<file path="src/rtl/lsu_pkg.sv">
// Shared types and constants for the load/store memory port.
// Lane-shift helper maps (size, byte offset) to the bit position of the selected lane.
package lsu_pkg;

  localparam int unsigned WORD_W = 32;
  localparam int unsigned HALF_W = 16;
  localparam int unsigned BYTE_W = 8;
  localparam int unsigned ADDR_W = 32;
  localparam int unsigned LANE_W = 2;
  localparam int unsigned SHIFT_W = 5;

  localparam logic [1:0] SZ_B = 2'b00;
  localparam logic [1:0] SZ_H = 2'b01;
  localparam logic [1:0] SZ_W = 2'b10;
  localparam logic [1:0] SZ_X = 2'b11;

  typedef enum logic [2:0] {
    IDLE    = 3'd0,
    RD      = 3'd1,
    RD_WAIT = 3'd2,
    ST_WR   = 3'd3,
    RESP    = 3'd4
  } lsu_state_e;

  // Request attributes captured at accept
  typedef struct packed {
    logic              we;
    logic [1:0]        size;
    logic              uns;
    logic [LANE_W-1:0] off;
    logic [WORD_W-1:0] wdata;
  } lsu_req_t;

  // Words always use lane 0; halves ignore the low offset bit
  function automatic logic [SHIFT_W-1:0] lane_shift(input logic [1:0] size,
                                                    input logic [LANE_W-1:0] off);
    case (size)
      SZ_B:    return {off, 3'b000};
      SZ_H:    return {off[1], 4'b0000};
      default: return SHIFT_W'(0);
    endcase
  endfunction

endpackage

</file>
<file path="src/rtl/lsu_mem_port_if.sv">
// Request/response and memory-bus bundle for lsu_mem_port.
// slave is the LSU side; master is the execute stage plus attached memory.
interface lsu_mem_port_if;
  import lsu_pkg::*;

  logic              req_valid;
  logic              req_ready;
  logic              req_we;
  logic [1:0]        req_size;
  logic              req_unsigned;
  logic [ADDR_W-1:0] req_addr;
  logic [WORD_W-1:0] req_wdata;

  logic              resp_valid;
  logic              resp_err;
  logic [WORD_W-1:0] resp_rdata;

  logic [ADDR_W-1:0] mem_addr;
  logic              mem_rd;
  logic              mem_wr;
  logic [WORD_W-1:0] mem_wdata;
  logic [WORD_W-1:0] mem_rdata;

  modport slave (
    input  req_valid, req_we, req_size, req_unsigned, req_addr, req_wdata, mem_rdata,
    output req_ready, resp_valid, resp_err, resp_rdata, mem_addr, mem_rd, mem_wr, mem_wdata
  );

  modport master (
    output req_valid, req_we, req_size, req_unsigned, req_addr, req_wdata, mem_rdata,
    input  req_ready, resp_valid, resp_err, resp_rdata, mem_addr, mem_rd, mem_wr, mem_wdata
  );

endinterface

</file>
<file path="src/rtl/lsu_align.sv">
// Combinational lane extract with sign/zero extension, and lane merge for sub-word stores.
module lsu_align
  import lsu_pkg::*;
(
  input  logic [1:0]        i_size,
  input  logic [LANE_W-1:0] i_off,
  input  logic              i_unsigned,
  input  logic [WORD_W-1:0] i_rdata,
  input  logic [WORD_W-1:0] i_wdata,
  output logic [WORD_W-1:0] o_load_c,
  output logic [WORD_W-1:0] o_merge_c
);

  logic [SHIFT_W-1:0] w_shift;
  logic [WORD_W-1:0]  w_shr;
  logic [WORD_W-1:0]  w_mask;

  assign w_shift = lane_shift(i_size, i_off);
  assign w_shr   = i_rdata >> w_shift;

  always_comb begin
    o_load_c = i_rdata;
    w_mask   = '1;
    case (i_size)
      SZ_B: begin
        w_mask   = WORD_W'({BYTE_W{1'b1}}) << w_shift;
        o_load_c = i_unsigned ? WORD_W'(w_shr[BYTE_W-1:0])
                              : {{(WORD_W-BYTE_W){w_shr[BYTE_W-1]}}, w_shr[BYTE_W-1:0]};
      end
      SZ_H: begin
        w_mask   = WORD_W'({HALF_W{1'b1}}) << w_shift;
        o_load_c = i_unsigned ? WORD_W'(w_shr[HALF_W-1:0])
                              : {{(WORD_W-HALF_W){w_shr[HALF_W-1]}}, w_shr[HALF_W-1:0]};
      end
      default: ;
    endcase
  end

  // Only the selected lane takes store data; other bytes come from the read word
  assign o_merge_c = (i_rdata & ~w_mask) | ((i_wdata << w_shift) & w_mask);

endmodule

</file>
<file path="src/rtl/lsu_mem_port.sv">
// Load/store initiator for a single-port synchronous word memory; sub-word stores are RMW.
// Optional LSU_MISALIGN_TRAP_EN turns misaligned half/word accesses into error responses.
module lsu_mem_port
  import lsu_pkg::*;
#(
  parameter int unsigned DEPTH = 16
) (
  input  logic           clk,
  input  logic           rst_n,
  lsu_mem_port_if.slave  bus
);

  lsu_state_e        r_state;
  lsu_req_t          r_req;
  logic              r_req_ready;
  logic              r_resp_valid;
  logic              r_resp_err;
  logic [WORD_W-1:0] r_resp_rdata;
  logic              r_mem_rd;
  logic              r_mem_wr;
  logic [ADDR_W-1:0] r_mem_addr;
  logic [WORD_W-1:0] r_mem_wdata;

  logic              w_accept;
  logic              w_err;
  logic              w_oor;
  logic              w_bad_size;
  logic              w_misalign;
  logic              w_word_store;
  logic [ADDR_W-1:0] w_word_idx;
  logic [WORD_W-1:0] w_load;
  logic [WORD_W-1:0] w_merge;

  assign w_accept     = bus.req_valid && r_req_ready;
  assign w_word_idx   = {2'b00, bus.req_addr[ADDR_W-1:2]};
  assign w_oor        = w_word_idx >= ADDR_W'(DEPTH);
  assign w_bad_size   = bus.req_size == SZ_X;
  assign w_word_store = bus.req_we && (bus.req_size == SZ_W);

`ifdef LSU_MISALIGN_TRAP_EN
  assign w_misalign = ((bus.req_size == SZ_H) && bus.req_addr[0]) ||
                      ((bus.req_size == SZ_W) && (bus.req_addr[1:0] != 2'b00));
`else
  assign w_misalign = 1'b0;
`endif

  assign w_err = w_bad_size || w_oor || w_misalign;

  lsu_align u_align (
    .i_size     (r_req.size),
    .i_off      (r_req.off),
    .i_unsigned (r_req.uns),
    .i_rdata    (bus.mem_rdata),
    .i_wdata    (r_req.wdata),
    .o_load_c   (w_load),
    .o_merge_c  (w_merge)
  );

  // Sequencer: every output is registered and set for the state being entered
  always_ff @(posedge clk or negedge rst_n) begin
    if (!rst_n) begin
      r_state      <= IDLE;
      r_req        <= '0;
      r_req_ready  <= 1'b1;
      r_resp_valid <= 1'b0;
      r_resp_err   <= 1'b0;
      r_resp_rdata <= '0;
      r_mem_rd     <= 1'b0;
      r_mem_wr     <= 1'b0;
      r_mem_addr   <= '0;
      r_mem_wdata  <= '0;
    end else begin
      case (r_state)
        IDLE: begin
          if (w_accept) begin
            r_req.we    <= bus.req_we;
            r_req.size  <= bus.req_size;
            r_req.uns   <= bus.req_unsigned;
            r_req.off   <= bus.req_addr[LANE_W-1:0];
            r_req.wdata <= bus.req_wdata;
            r_mem_addr  <= w_word_idx;
            r_req_ready <= 1'b0;
            if (w_err) begin
              r_state      <= RESP;
              r_resp_valid <= 1'b1;
              r_resp_err   <= 1'b1;
              r_resp_rdata <= '0;
            end else if (w_word_store) begin
              r_state     <= ST_WR;
              r_mem_wr    <= 1'b1;
              r_mem_wdata <= bus.req_wdata;
            end else begin
              r_state  <= RD;
              r_mem_rd <= 1'b1;
            end
          end
        end
        RD: begin
          r_state  <= RD_WAIT;
          r_mem_rd <= 1'b0;
        end
        RD_WAIT: begin
          if (r_req.we) begin
            r_state     <= ST_WR;
            r_mem_wr    <= 1'b1;
            r_mem_wdata <= w_merge;
          end else begin
            r_state      <= RESP;
            r_resp_valid <= 1'b1;
            r_resp_err   <= 1'b0;
            r_resp_rdata <= w_load;
          end
        end
        ST_WR: begin
          r_state      <= RESP;
          r_mem_wr     <= 1'b0;
          r_resp_valid <= 1'b1;
          r_resp_err   <= 1'b0;
          r_resp_rdata <= '0;
        end
        RESP: begin
          r_state      <= IDLE;
          r_req_ready  <= 1'b1;
          r_resp_valid <= 1'b0;
          r_resp_err   <= 1'b0;
          r_resp_rdata <= '0;
        end
        default: begin
          r_state      <= IDLE;
          r_req_ready  <= 1'b1;
          r_resp_valid <= 1'b0;
          r_resp_err   <= 1'b0;
          r_resp_rdata <= '0;
          r_mem_rd     <= 1'b0;
          r_mem_wr     <= 1'b0;
        end
      endcase
    end
  end

  assign bus.req_ready  = r_req_ready;
  assign bus.resp_valid = r_resp_valid;
  assign bus.resp_err   = r_resp_err;
  assign bus.resp_rdata = r_resp_rdata;
  assign bus.mem_rd     = r_mem_rd;
  assign bus.mem_wr     = r_mem_wr;
  assign bus.mem_addr   = r_mem_addr;
  assign bus.mem_wdata  = r_mem_wdata;

endmodule
</file>
<file path="src/flat_wrapper.sv">
// flat-port wrapper written by rule: the top's interface ports become plain ports
module lsu_mem_port_flat import lsu_pkg::*;
#(
  parameter int unsigned DEPTH = 16
)
  (clk, rst_n, bus_req_valid, bus_req_we, bus_req_size, bus_req_unsigned, bus_req_addr, bus_req_wdata, bus_mem_rdata, bus_req_ready, bus_resp_valid, bus_resp_err, bus_resp_rdata, bus_mem_addr, bus_mem_rd, bus_mem_wr, bus_mem_wdata);
  lsu_mem_port_if bus_i ();
  input  logic clk;
  input  logic rst_n;
  input wire logic [$bits(bus_i.req_valid)-1:0] bus_req_valid;
  input wire logic [$bits(bus_i.req_we)-1:0] bus_req_we;
  input wire logic [$bits(bus_i.req_size)-1:0] bus_req_size;
  input wire logic [$bits(bus_i.req_unsigned)-1:0] bus_req_unsigned;
  input wire logic [$bits(bus_i.req_addr)-1:0] bus_req_addr;
  input wire logic [$bits(bus_i.req_wdata)-1:0] bus_req_wdata;
  input wire logic [$bits(bus_i.mem_rdata)-1:0] bus_mem_rdata;
  output wire logic [$bits(bus_i.req_ready)-1:0] bus_req_ready;
  output wire logic [$bits(bus_i.resp_valid)-1:0] bus_resp_valid;
  output wire logic [$bits(bus_i.resp_err)-1:0] bus_resp_err;
  output wire logic [$bits(bus_i.resp_rdata)-1:0] bus_resp_rdata;
  output wire logic [$bits(bus_i.mem_addr)-1:0] bus_mem_addr;
  output wire logic [$bits(bus_i.mem_rd)-1:0] bus_mem_rd;
  output wire logic [$bits(bus_i.mem_wr)-1:0] bus_mem_wr;
  output wire logic [$bits(bus_i.mem_wdata)-1:0] bus_mem_wdata;
  assign bus_i.req_valid = bus_req_valid;
  assign bus_i.req_we = bus_req_we;
  assign bus_i.req_size = bus_req_size;
  assign bus_i.req_unsigned = bus_req_unsigned;
  assign bus_i.req_addr = bus_req_addr;
  assign bus_i.req_wdata = bus_req_wdata;
  assign bus_i.mem_rdata = bus_mem_rdata;
  assign bus_req_ready = bus_i.req_ready;
  assign bus_resp_valid = bus_i.resp_valid;
  assign bus_resp_err = bus_i.resp_err;
  assign bus_resp_rdata = bus_i.resp_rdata;
  assign bus_mem_addr = bus_i.mem_addr;
  assign bus_mem_rd = bus_i.mem_rd;
  assign bus_mem_wr = bus_i.mem_wr;
  assign bus_mem_wdata = bus_i.mem_wdata;
  lsu_mem_port #(.DEPTH(DEPTH)) u_core (.clk(clk), .rst_n(rst_n), .bus(bus_i));
endmodule
</file>
<file path="config.mk">
export PLATFORM = sky130hd
export DESIGN_NAME = lsu_mem_port_flat
export DESIGN_NICKNAME = d
export VERILOG_FILES = /design/src/rtl/lsu_pkg.sv /design/src/rtl/lsu_mem_port_if.sv /design/src/rtl/lsu_align.sv /design/src/rtl/lsu_mem_port.sv /design/src/flat_wrapper.sv
export SDC_FILE = /design/constraint.sdc
export NUM_CORES = 1
export LEC_CHECK = 0
export ABC_CLOCK_PERIOD_IN_PS = 4600
export CORE_MARGIN = 2
export CORE_UTILIZATION = 52
export DETAILED_ROUTE_END_ITERATION = 8
export PLACE_DENSITY = 0.91
export SYNTH_ARGS = -nofsm -noshare
export SYNTH_HDL_FRONTEND = slang
export SYNTH_SLANG_ARGS = --single-unit
export TNS_END_PERCENT = 5
</file>
<file path="constraint.sdc">
create_clock -name clk -period 4.6 [get_ports clk]
set_clock_uncertainty 0.05 [all_clocks]
set_input_delay 0.92 -clock clk [delete_from_list [all_inputs] [get_ports clk]]
set_output_delay 0.92 -clock clk [all_outputs]
set_load 0.01 [all_outputs]
</file>
==> results of run 1 <==
-- final timing paths --
check	startpoint	endpoint	slack, ns	depth (start not counted)
max in group asynchronous	rst_n	u_core.bus.mem_wdata[13]	3.06	2
setup reg to reg	u_core.r_req[35]	u_core.bus.mem_wdata[22]	1.50	5
hold reg to reg	u_core.bus.resp_rdata[7]	u_core.bus.resp_rdata[7]	0.42	2
setup / recovery	u_core.r_req[35]	u_core.bus.mem_wdata[22]	1.50	5
min in group asynchronous	rst_n	u_core.bus.mem_wdata[20]	0.49	1
hold / removal	u_core.bus.resp_rdata[7]	u_core.bus.resp_rdata[7]	0.42	2
-- worst reg2reg max path: stages (launching register included) --
cell and delay, ns:
dfrtp_1 0.93, nand2b_1 0.82, nand2_1 0.38, a211oi_1 0.38, o21ai_0 0.15, mux2_4 0.28
-- cells in the final DEF, fill, tap and decap left out, types with 3 or more instances in the layout --
cell / n
clkdlybuf4s50_1: 200
dfrtp_1: 139
mux2_2: 77
nand2_1: 66
o21ai_0: 63
nor2_1: 35
mux2_4: 30
a21oi_1: 26
mux2i_1: 23
clkbuf_16: 17
a22o_1: 14
o22ai_1: 13
nand2b_1: 13
buf_4: 13
a211oi_1: 10
or3_1: 9
o31ai_1: 8
inv_1: 7
o22a_1: 7
and3_1: 7
a2bb2oi_1: 7
clkbuf_8: 7
nor4_1: 6
o21ai_1: 5
clkinv_2: 4
and2_1: 3
-- logic make-up (layout without fill, tap and decap cells) --
family / count (synthesis) / after routing / share of synthesized area
mux: 130 / 130 / 0.2183
buf+inv: 55 / 252 / 0.03636
other cells: 1 / 2 / 0.0005290
simple gates: 151 / 151 / 0.1001
compound gates: 166 / 166 / 0.1504
flops: 140 / 140 / 0.4944
-- sequential cells by signal, summed over array words and instances, names as in the netlist --
signal / cells
u_core.r_state: 3
u_core.bus.mem_addr: 30
u_core.bus.resp_rdata: 32
u_core.bus.mem_rd: 1
u_core.bus.resp_err: 1
u_core.bus.mem_wdata: 32
u_core.bus.resp_valid: 1
u_core.bus.mem_wr: 1
u_core.r_req: 38
u_core.bus.req_ready: 1
-- metal layers --
metal / vias to the layer above / GRT usage / share of wire
li1: 2700 / - / -
met3: 70 / 0.09528 / 0.089
met1: 3049 / 0.3812 / 0.38
met4: 0 / 0.1468 / 0.034
met5: - / 0 / 0
met2: 368 / 0.5297 / 0.50
-- power breakdown --
| group | internal (mW) | leakage [nW] | switching (mW) |
|---|---|---|---|
| Sequential | 1.70 | 1.77 | 0.407 |
| Clock | 0.837 | 0.291 | 0.511 |
| Combinational | 1.43 | 2.23 | 1.22 |
| Total | 3.96 | 4.29 | 2.14 |
-- final cells by class --
class / instances / share of cell area
flip-flops and latches: 140 / 0.3581
clock buffers: 25 / 0.05369
repair buffers: 214 / 0.2157
clock inverters: 6 / 0.005881
inverters: 7 / 0.002685
multi-input cells: 449 / 0.3415
well taps: 176 / 0.02250
-- cell usage after synthesis, types with 8 or more instances --
library cell  number  area share
dfrtp_1          139        0.49
mux2_2            77        0.12
nand2_1           66       0.035
o21ai_0           63       0.044
nor2_1            35       0.019
mux2_4            30       0.064
a21oi_1           26       0.018
clkbuf_1          24       0.013
mux2i_1           23       0.032
buf_2             17       0.012
a22o_1            14       0.017
nand2b_1          13       0.011
o22ai_1           13       0.011
a211oi_1          10       0.011
or3_1              9      0.0079
o31ai_1            8      0.0085
-- stage by stage --
| step | instances | hold slack [ns] | power (mW) |
|---|---|---|---|
| floorplan | 644 | 0.4228 | 3.545 |
| global placement | 986 | 0.4054 | 4.597 |
| detailed placement | 986 | 0.4151 | 4.711 |
| CTS | 1017 | 0.4265 | 6.092 |
| global route | 1017 | 0.4663 | 6.382 |
| finish | 1017 | 0.4228 | 6.099 |
==> results.txt, run 1 <==
first-pass GRT wire length -> 35050 um
DRC -> 0
vias in the first global route -> 6451
insertion delay to the later sink of the worst-skew pair -> 0.43 ns
routed len/inst -> 22.18 um
postcts setup bufs -> 0
worst vdd ir -> 0.4285 mV
Pins Over Slew Limit -> 0
Routed Antenna Nets -> 0
crit-path leading delay family -> simple AND/OR/NAND/NOR gates
Crit Path Max Fanout -> 29
vias -> 6187
Crit-path slowest cell -> dfrtp_1
Area after DPL -> 0.009204 mm2
CTS H-tree lvls -> 4
Clock Path Buffers -> 2
Mapped Area -> 0.007089 mm2
PortBufs -> 201
pre-CTS setup slack -> 1.161 ns
fin crit share -> 0.6734
crit path DAT -> 3.36 ns
drt total wl -> 22560 um
Layout Utilization -> 0.7361
Final min period -> 3.097 ns
Gates resized, CTS repair -> 0
CTS tree -> built
hpwl dp -> 15750 um
max-capacitance violation count -> 0
Reg area -> 0.003505 mm2
final hold viol count -> 0
number of flops mapped to enable cells by yosys -> 0
WP data required -> 4.86 ns
Yosys reg bits -> 140
Core Region -> 0.01330 mm2
share of cells above drive strength 1 -> 0.1879
Crit Path Class -> flop to flop
# rows -> 42
register area share after synthesis -> 0.4944
antenna cell count -> 0
Area Overhead vs Synth -> 38.05%
Total GRT Usage -> 0.3188
Power Dens Cells -> 623.2 mW/mm2
Syn Inst Count -> 643
Pre-antenna DRT Iters -> 5
syn_area_per_cell -> 11.03 um2
CP Capture Type -> flop
CTS root buf -> clkbuf_16
critical path cell sequence -> nand2b_1 > nand2_1 > a211oi_1 > o21ai_0 > mux2_4
full die area -> 0.01458 mm2
endpoints failing setup -> 0
Filler Cells Inserted -> 893
clock sink count -> 140
Fin Setup TNS -> 0 ns
starting density of the core -> 0.5332
Hold Crit Class -> flop to flop
RD Place Congestion -> 0.8927
post-DR vias/cell -> 6.084
Clock transition at path regs -> 0.06 ns
initial antenna violation count -> 0
Primary FF master, synth -> dfrtp_1
Final Worst Setup Slack -> 1.503 ns
RSZ-0062 raised after global routing -> false
Distinct cells, synth -> 50
hold_buf cts -> 0
Slew headroom -> 0.3539
grt total ovfl -> 0
Leakage -> 4.286 nW
IO Pins -> 204
Die X -> 120.8 um
cts bufs inserted -> 17
largest net degree at the start of global routing -> 88
post-synthesis async set-or-reset flop share -> 1.000
status -> completed
DRT iter0 DRCs -> 680
Final #Nets -> 932
Multi-input gate area -> 0.003342 mm2
largest stage delay on the critical path -> 0.93 ns
Die H -> 120.8 um
Buf/Inv on CP -> 0
Final Cell Area -> 0.009787 mm2
Ys Warns -> 0
Fmax -> 322.9 MHz
Worst-Margin Slew -> 0.9691 ns
Startpoint Class -> flop
Power figures use the tool's default switching activity.
==> run 2: changes to the inputs <==
--- a/config.mk
+++ b/config.mk
@@ -5,11 +5,11 @@
 export SDC_FILE = /design/constraint.sdc
 export NUM_CORES = 1
 export LEC_CHECK = 0
-export ABC_CLOCK_PERIOD_IN_PS = 4600
+export ABC_CLOCK_PERIOD_IN_PS = 2850
 export CORE_MARGIN = 2
-export CORE_UTILIZATION = 52
+export CORE_UTILIZATION = 48
 export DETAILED_ROUTE_END_ITERATION = 8
-export PLACE_DENSITY = 0.91
+export PLACE_DENSITY = 0.86
 export SYNTH_ARGS = -nofsm -noshare
 export SYNTH_HDL_FRONTEND = slang
 export SYNTH_SLANG_ARGS = --single-unit
==> constraint.sdc (replaced) <==
create_clock -name clk -period 2.85 [get_ports clk]
set_clock_uncertainty 0.05 [all_clocks]
set_input_delay 0.57 -clock clk [delete_from_list [all_inputs] [get_ports clk]]
set_output_delay 0.57 -clock clk [all_outputs]
set_load 0.01 [all_outputs]
==> run 2 against run 1 <==
Compared with the run above:
- global-route usage down 4.7 points
- critical path depth increased by 1
- combinational power is 64% higher
- worst setup slack got worse by 0.99 ns
- register-to-register slack got worse by 0.97 ns
- cell count up 2.2%
- via count down 2.4%
- sequential cell count unchanged
- hold slack better by 0.013 ns
- clock-buffer cell count is 3 lower
==> results.txt, run 2 (synthesis gave the netlist of run 1 again) <==
status -> completed (unchanged)
Final #Nets -> 945 (was 932)
vias in the first global route -> 6129 (was 6451)
Power Dens Cells -> 998.5 mW/mm2 (was 623.2 mW/mm2)
endpoints failing setup -> 0 (unchanged)
clock sink count -> 140 (unchanged)
final hold viol count -> 0 (unchanged)
Routed Antenna Nets -> 0 (unchanged)
commonest non-fill, non-tap cell in the layout -> clkdlybuf4s50_1 (unchanged)
RR Endpoint -> u_core.bus.mem_wdata[0] (was u_core.bus.mem_wdata[22])
Final Cell Area -> 0.009986 mm2 (was 0.009787 mm2)
Pre-antenna DRT Iters -> 5 (unchanged)
Pins Over Slew Limit -> 0 (unchanged)
Die H -> 125.5 um (was 120.8 um)
Clock Path Buffers -> 2 (unchanged)
worst vdd ir -> 0.5324 mV (was 0.4285 mV)
CTS tree -> built (unchanged)
WP data required -> 3.12 ns (was 4.86 ns)
Clock transition at path regs -> 0.06 ns (about the same)
DRT iter0 DRCs -> 485 (was 680)
hold_buf cts -> 1 (was 0)
hold depth -> 2 (unchanged)
CTS H-tree lvls -> 4 (unchanged)
Crit-path slowest cell -> or4_1 (was dfrtp_1)
max reg flops -> 38 (unchanged)
insertion delay to the later sink of the worst-skew pair -> 0.42 ns (was 0.43 ns)
Area Overhead vs Synth -> 40.86% (was 38.05%)
most frequent cells in the layout -> 200 x clkdlybuf4s50_1, 139 x dfrtp_1, 77 x mux2_2 (unchanged)
vias -> 6037 (was 6187)
R2R Setup Slk -> 0.53 ns (was 1.50 ns)
full die area -> 0.01576 mm2 (was 0.01458 mm2)
Worst-Margin Slew -> 0.7321 ns (was 0.9691 ns)
largest net degree at the start of global routing -> 73 (was 88)
starting density of the core -> 0.4896 (was 0.5332)
Reg2Reg Depth -> 5 (unchanged)
Layout Utilization -> 0.6897 (was 0.7361)
Final min period -> 2.338 ns
Startpoint Class -> primary input (was flop)
Slew headroom -> 0.5119 (was 0.3539)
IO Pins -> 204 (unchanged)
post-DR vias/cell -> 5.810 (was 6.084)
CP Capture Type -> flop (unchanged)
antenna cell count -> 0 (unchanged)
critical path cell sequence -> clkdlybuf4s50_1 > nor4_1 > nand4_1 > or2_1 > or4_1 > a221oi_1 (was nand2b_1 > nand2_1 > a211oi_1 > o21ai_0 > mux2_4)
hpwl dp -> 15010 um (was 15750 um)
max-capacitance violation count -> 0 (unchanged)
PortBufs -> 201 (unchanged)
Hold Crit Class -> flop to flop (unchanged)
Core Region -> 0.01448 mm2 (was 0.01330 mm2)
worst flop-to-flop path startpoint -> u_core.r_state[1] (was u_core.r_req[35])
routed len/inst -> 20.40 um (was 22.18 um)
Fmax -> 427.7 MHz
Total GRT Usage -> 0.2723 (was 0.3188)
initial antenna violation count -> 0 (unchanged)
grt total ovfl -> 0 (unchanged)
Hold Startpoint -> u_core.bus.resp_rdata[7] (unchanged)
Die X -> 125.5 um (was 120.8 um)
postcts setup bufs -> 0 (unchanged)
share of cells above drive strength 1 -> 0.2000 (was 0.1879)
drt total wl -> 21200 um (was 22560 um)
Biggest register -> u_core.r_req (unchanged)
RD Place Congestion -> 0.8642 (was 0.8927)
first-pass GRT wire length -> 33270 um (was 35050 um)
DRC -> 0 (unchanged)
crit path DAT -> 2.61 ns (was 3.36 ns)
Crit Path Class -> primary input to flop (was flop to flop)
Leakage -> 4.378 nW (was 4.286 nW)
Pwr Total -> 9.971 mW (was 6.099 mW)
Fin Setup TNS -> 0 ns (unchanged)
# rows -> 44 (was 42)
CTS root buf -> clkbuf_16 (unchanged)
RSZ-0062 raised after global routing -> false (unchanged)
Hold Path Sink -> u_core.bus.resp_rdata[7] (unchanged)
largest stage delay on the critical path -> 0.46 ns (was 0.93 ns)
cts bufs inserted -> 17 (unchanged)
Gates resized, CTS repair -> 0 (unchanged)
fin crit share -> 0.8204
Crit Path Max Fanout -> 3 (was 29)
Area after DPL -> 0.009354 mm2 (was 0.009204 mm2)
-- run 2: cell types whose count changed in the layout (fill, tap and decap cells not counted), moves of 2 or more --
| cell | before | now |
|---|---|---|
| buf_4 | 13 | 21 |
| buf_12 | 0 | 4 |
| clkbuf_8 | 7 | 4 |
| bufinv_16 | 1 | 3 |
| clkinv_4 | 0 | 2 |
-- run 2: report_power, final --
group	internal, mW	total, mW	switching (mW)
Clock	1.47	2.32	0.852
Sequential	2.74	3.31	0.574
Combinational	2.38	4.34	1.96
Total	6.58	9.97	3.39
-- run 2: worst max path at each step --
stage	start	end	slack, ns	cells after the start
floorplan	bus_req_addr[10]	u_core.r_state[1]	0.73	5
CTS	bus_req_addr[9]	u_core.r_state[1]	0.42	6
detailed placement	bus_req_addr[9]	u_core.r_state[1]	-0.02	6
global route	bus_req_addr[9]	u_core.r_state[1]	0.32	6
global placement	bus_req_addr[9]	u_core.r_state[1]	0.03	6
finish	bus_req_addr[9]	u_core.r_state[1]	0.51	6
-- run 2: cell type report --
cell class,instances,area [um2]
fillers,1046,4493
repair buffers,227,2261
clock buffers,22,484.2
clock inverters,10,137.6
flip-flops and latches,140,3505
multi-input cells,449,3342
well taps,184,230.2
inverters,7,26.28
-- run 2: metal layers --
metal / global-route usage / up-vias / wire length, um
met5: 0 / - / 0
met4: 0.1281 / 0 / 822
met3: 0.08686 / 64 / 1934
met2: 0.4299 / 314 / 9991
met1: 0.3415 / 2930 / 8448
li1: - / 2729 / -
-- run 2: critical path, delay by kind of cell --
family,cells,cell delay [ns]
simple gates,4,1.38
buf+inv,1,0.43
compound gates,1,0.23
-- run 2: per-stage QoR --
stage | worst slack, ns | std cells | hold WS, ns
detailed placement | -0.01813 | 1006 | 0.4078
CTS | 0.4229 | 1039 | 0.4239
global placement | 0.03415 | 1006 | 0.4032
global route | 0.3162 | 1039 | 0.4677
finish | 0.5117 | 1039 | 0.4362
floorplan | 0.7319 | 644 | 0.2244
==> run 3: changes to the inputs <==
--- a/config.mk
+++ b/config.mk
@@ -5,11 +5,11 @@
 export SDC_FILE = /design/constraint.sdc
 export NUM_CORES = 1
 export LEC_CHECK = 0
-export ABC_CLOCK_PERIOD_IN_PS = 2850
+export ABC_CLOCK_PERIOD_IN_PS = 2100
 export CORE_MARGIN = 2
-export CORE_UTILIZATION = 48
+export CORE_UTILIZATION = 44
 export DETAILED_ROUTE_END_ITERATION = 8
-export PLACE_DENSITY = 0.86
+export PLACE_DENSITY = 0.83
 export SYNTH_ARGS = -nofsm -noshare
 export SYNTH_HDL_FRONTEND = slang
 export SYNTH_SLANG_ARGS = --single-unit
==> constraint.sdc (replaced) <==
create_clock -name clk -period 2.1 [get_ports clk]
set_clock_uncertainty 0.05 [all_clocks]
set_input_delay 0.42 -clock clk [delete_from_list [all_inputs] [get_ports clk]]
set_output_delay 0.42 -clock clk [all_outputs]
set_load 0.01 [all_outputs]
==> run 3 against run 2 <==
Compared with the run above:
- final area increased by 3.7%
- critical path type unchanged
- hold slack got worse by 0.051 ns
- via count up 1.7%
- register-to-register slack worse by 0.46 ns
- first-iteration DRC count decreased by 12%
- non-clock buffer count grew 34
- sequential cell count unchanged
==> results.txt, run 3 (synthesis gave the netlist of run 1 again) <==
RR Endpoint -> u_core.bus.mem_wdata[1] (was u_core.bus.mem_wdata[0])
Filler Cells Inserted -> 1196 (was 1046)
PortBufs -> 201 (unchanged)
Clock Power Share -> 0.208 (was 0.233)
Clock Path Buffers -> 2 (unchanged)
share of power burned in registers -> 0.330 (was 0.332)
Power Dens Cells -> 1311 mW/mm2 (was 998.5 mW/mm2)
antenna cell count -> 0 (unchanged)
fin crit share -> 0.9874
Fmax -> 482.3 MHz
Final Cell Area -> 0.01036 mm2 (was 0.009986 mm2)
share of cells above drive strength 1 -> 0.2362 (was 0.2000)
P_int -> 8.919 mW (was 6.583 mW)
CP Capture Type -> flop (unchanged)
# rows -> 46 (was 44)
starting density of the core -> 0.4479 (was 0.4896)
vias -> 6137 (was 6037)
sw power -> 4.662 mW (was 3.387 mW)
Area Overhead vs Synth -> 46.08% (was 40.86%)
first-pass GRT wire length -> 33460 um (was 33270 um)
Gate power share -> 0.462 (was 0.435)
Final min period -> 2.074 ns
Pre-antenna DRT Iters -> 5 (unchanged)
max-capacitance violation count -> 0 (unchanged)
clock sink count -> 140 (unchanged)
max reg flops -> 38 (unchanged)
Startpoint Class -> primary input (unchanged)
Fin Setup TNS -> 0 ns (unchanged)
largest stage delay on the critical path -> 0.48 ns (was 0.46 ns)
full die area -> 0.01714 mm2 (was 0.01576 mm2)
Crit Path Max Fanout -> 3 (unchanged)
endpoints failing setup -> 0 (unchanged)
R2R Setup Slk -> 0.07 ns (was 0.53 ns)
drt total wl -> 22080 um (was 21200 um)
initial antenna violation count -> 0 (unchanged)
Pins Over Slew Limit -> 0 (unchanged)
switching part of the total power -> 0.3433 (was 0.3397)
CTS tree -> built (unchanged)
most frequent cells in the layout -> 200 x clkdlybuf4s50_1, 138 x dfrtp_1, 77 x mux2_2 (was 200 x clkdlybuf4s50_1, 139 x dfrtp_1, 77 x mux2_2)
worst flop-to-flop path startpoint -> u_core.r_state[2] (was u_core.r_state[1])
commonest non-fill, non-tap cell in the layout -> clkdlybuf4s50_1 (unchanged)
CTS H-tree lvls -> 4 (unchanged)
Crit-path slowest cell -> or4_1 (unchanged)
post-DR vias/cell -> 5.554 (was 5.810)
Total GRT Usage -> 0.2594 (was 0.2723)
Clock transition at path regs -> 0.06 ns (about the same)
Area after DPL -> 0.009709 mm2 (was 0.009354 mm2)
Reg2Reg Depth -> 5 (unchanged)
Reg area -> 0.003506 mm2 (was 0.003505 mm2)
IO Pins -> 204 (unchanged)
status -> completed (unchanged)
grt total ovfl -> 0 (unchanged)
Slew headroom -> 0.6211 (was 0.5119)
hpwl dp -> 16260 um (was 15010 um)
insertion delay to the later sink of the worst-skew pair -> 0.42 ns (about the same)
Worst-Margin Slew -> 0.5663 ns (was 0.7321 ns)
Hold Crit Class -> primary input to async pin (was flop to flop)
DRT iter0 DRCs -> 427 (was 485)
Die H -> 130.9 um (was 125.5 um)
vias in the first global route -> 6216 (was 6129)
RD Place Congestion -> 0.9498 (was 0.8642)
DRC -> 0 (unchanged)
cts bufs inserted -> 17 (unchanged)
critical path cell sequence -> clkdlybuf4s50_1 > nor4_2 > nand4_1 > or2_1 > or4_1 > a221oi_2 (was clkdlybuf4s50_1 > nor4_1 > nand4_1 > or2_1 > or4_1 > a221oi_1)
crit path DAT -> 2.35 ns (was 2.61 ns)
largest net degree at the start of global routing -> 45 (was 73)
Crit Path Class -> primary input to flop (unchanged)
Multi-input gate area -> 0.003379 mm2 (was 0.003342 mm2)
Leakage -> 4.558 nW (was 4.378 nW)
worst vdd ir -> 0.7103 mV (was 0.5324 mV)
Routed Antenna Nets -> 0 (unchanged)
Biggest register -> u_core.r_req (unchanged)
routed len/inst -> 19.98 um (was 20.40 um)
Die X -> 130.9 um (was 125.5 um)
RSZ-0062 raised after global routing -> true (was false)
Final #Nets -> 979 (was 945)
CTS root buf -> clkbuf_16 (unchanged)
Core Region -> 0.01583 mm2 (was 0.01448 mm2)
WP data required -> 2.37 ns (was 3.12 ns)
final hold viol count -> 0 (unchanged)
-- run 3: cell types whose count changed in the layout (fill, tap and decap cells not counted), sizes merged --
cell and delta:
bufinv -2, clkbuf +3, buf +33, clkinvlp -1, clkinv +1
-- run 3: worst max-delay path by stage --
| stage | to | from | cells after the start |
|---|---|---|---|
| 2_1_floorplan | u_core.bus.mem_wdata[10] | u_core.r_state[2] | 7 |
| 3_3_place_gp | u_core.r_state[1] | bus_req_addr[9] | 6 |
| 3_5_place_dp | u_core.r_state[1] | bus_req_addr[9] | 6 |
| 4_1_cts | u_core.r_state[1] | bus_req_addr[9] | 6 |
| 5_1_grt | u_core.r_state[1] | bus_req_addr[14] | 6 |
| 6_report | u_core.r_state[1] | bus_req_addr[13] | 6 |
-- run 3: power groups by stage --
stage / clock network [mW] / registers (mW) / logic, mW
5_1_grt: 2.99 / 4.60 / 6.71
2_1_floorplan: 0 / 4.58 / 3.19
3_3_place_gp: 0 / 4.44 / 5.98
6_report: 2.83 / 4.48 / 6.27
4_1_cts: 2.87 / 4.47 / 6.13
3_5_place_dp: 0 / 4.49 / 6.09
-- run 3: worst max-delay path: cells and delay by family --
| family | cells | cell delay (ns) |
|---|---|---|
| and+or+nand+nor | 4 | 1.27 |
| buffers and inverters | 1 | 0.44 |
| AOI/OAI and AO/OA | 1 | 0.22 |
-- run 3: per-stage QoR --
| stage | power, mW | std cells | worst slack, ns | util | hold WS (ns) |
|---|---|---|---|---|---|
| after floorplan | 7.766 | 644 | 0.07833 | - | 0.07441 |
| after global placement | 10.42 | 1070 | -0.5744 | 0.6134 | 0.2478 |
| after detailed placement | 10.58 | 1070 | -0.5352 | 0.6134 | 0.2489 |
| after CTS | 13.47 | 1103 | -0.04328 | 0.6499 | 0.3858 |
| after global routing | 14.30 | 1105 | -0.07649 | 0.6543 | 0.3884 |
| final | 13.58 | 1105 | 0.02649 | 0.6543 | 0.3849 |
-- run 3: per-layer routing --
| metal | vias up | part of all wire | GRT usage |
|---|---|---|---|
| met5 | - | 0 | 0 |
| met4 | 0 | 0.034 | 0.1101 |
| met3 | 53 | 0.095 | 0.07818 |
| met2 | 298 | 0.48 | 0.4268 |
| met1 | 2986 | 0.40 | 0.3186 |
| li1 | 2800 | - | - |
-- run 3: final cells by class --
class | instances | area share
flip-flops and latches | 140 | 0.3385
multi-input cells | 449 | 0.3263
repair buffers | 261 | 0.2535
clock buffers | 24 | 0.04651
well taps | 216 | 0.02610
clock inverters | 8 | 0.006524
inverters | 7 | 0.002537
-- run 3: what timing repair did --
item / in CTS / in global routing
gates resized for setup: 3 / 7
endpoints found under the hold margin: 19 / 0
cloned: 0 / 1
pin swaps: 0 / 4
hold buffers: 1 / 0
endpoints found under the setup margin: 32 / 67
buffers inserted: 0 / 1
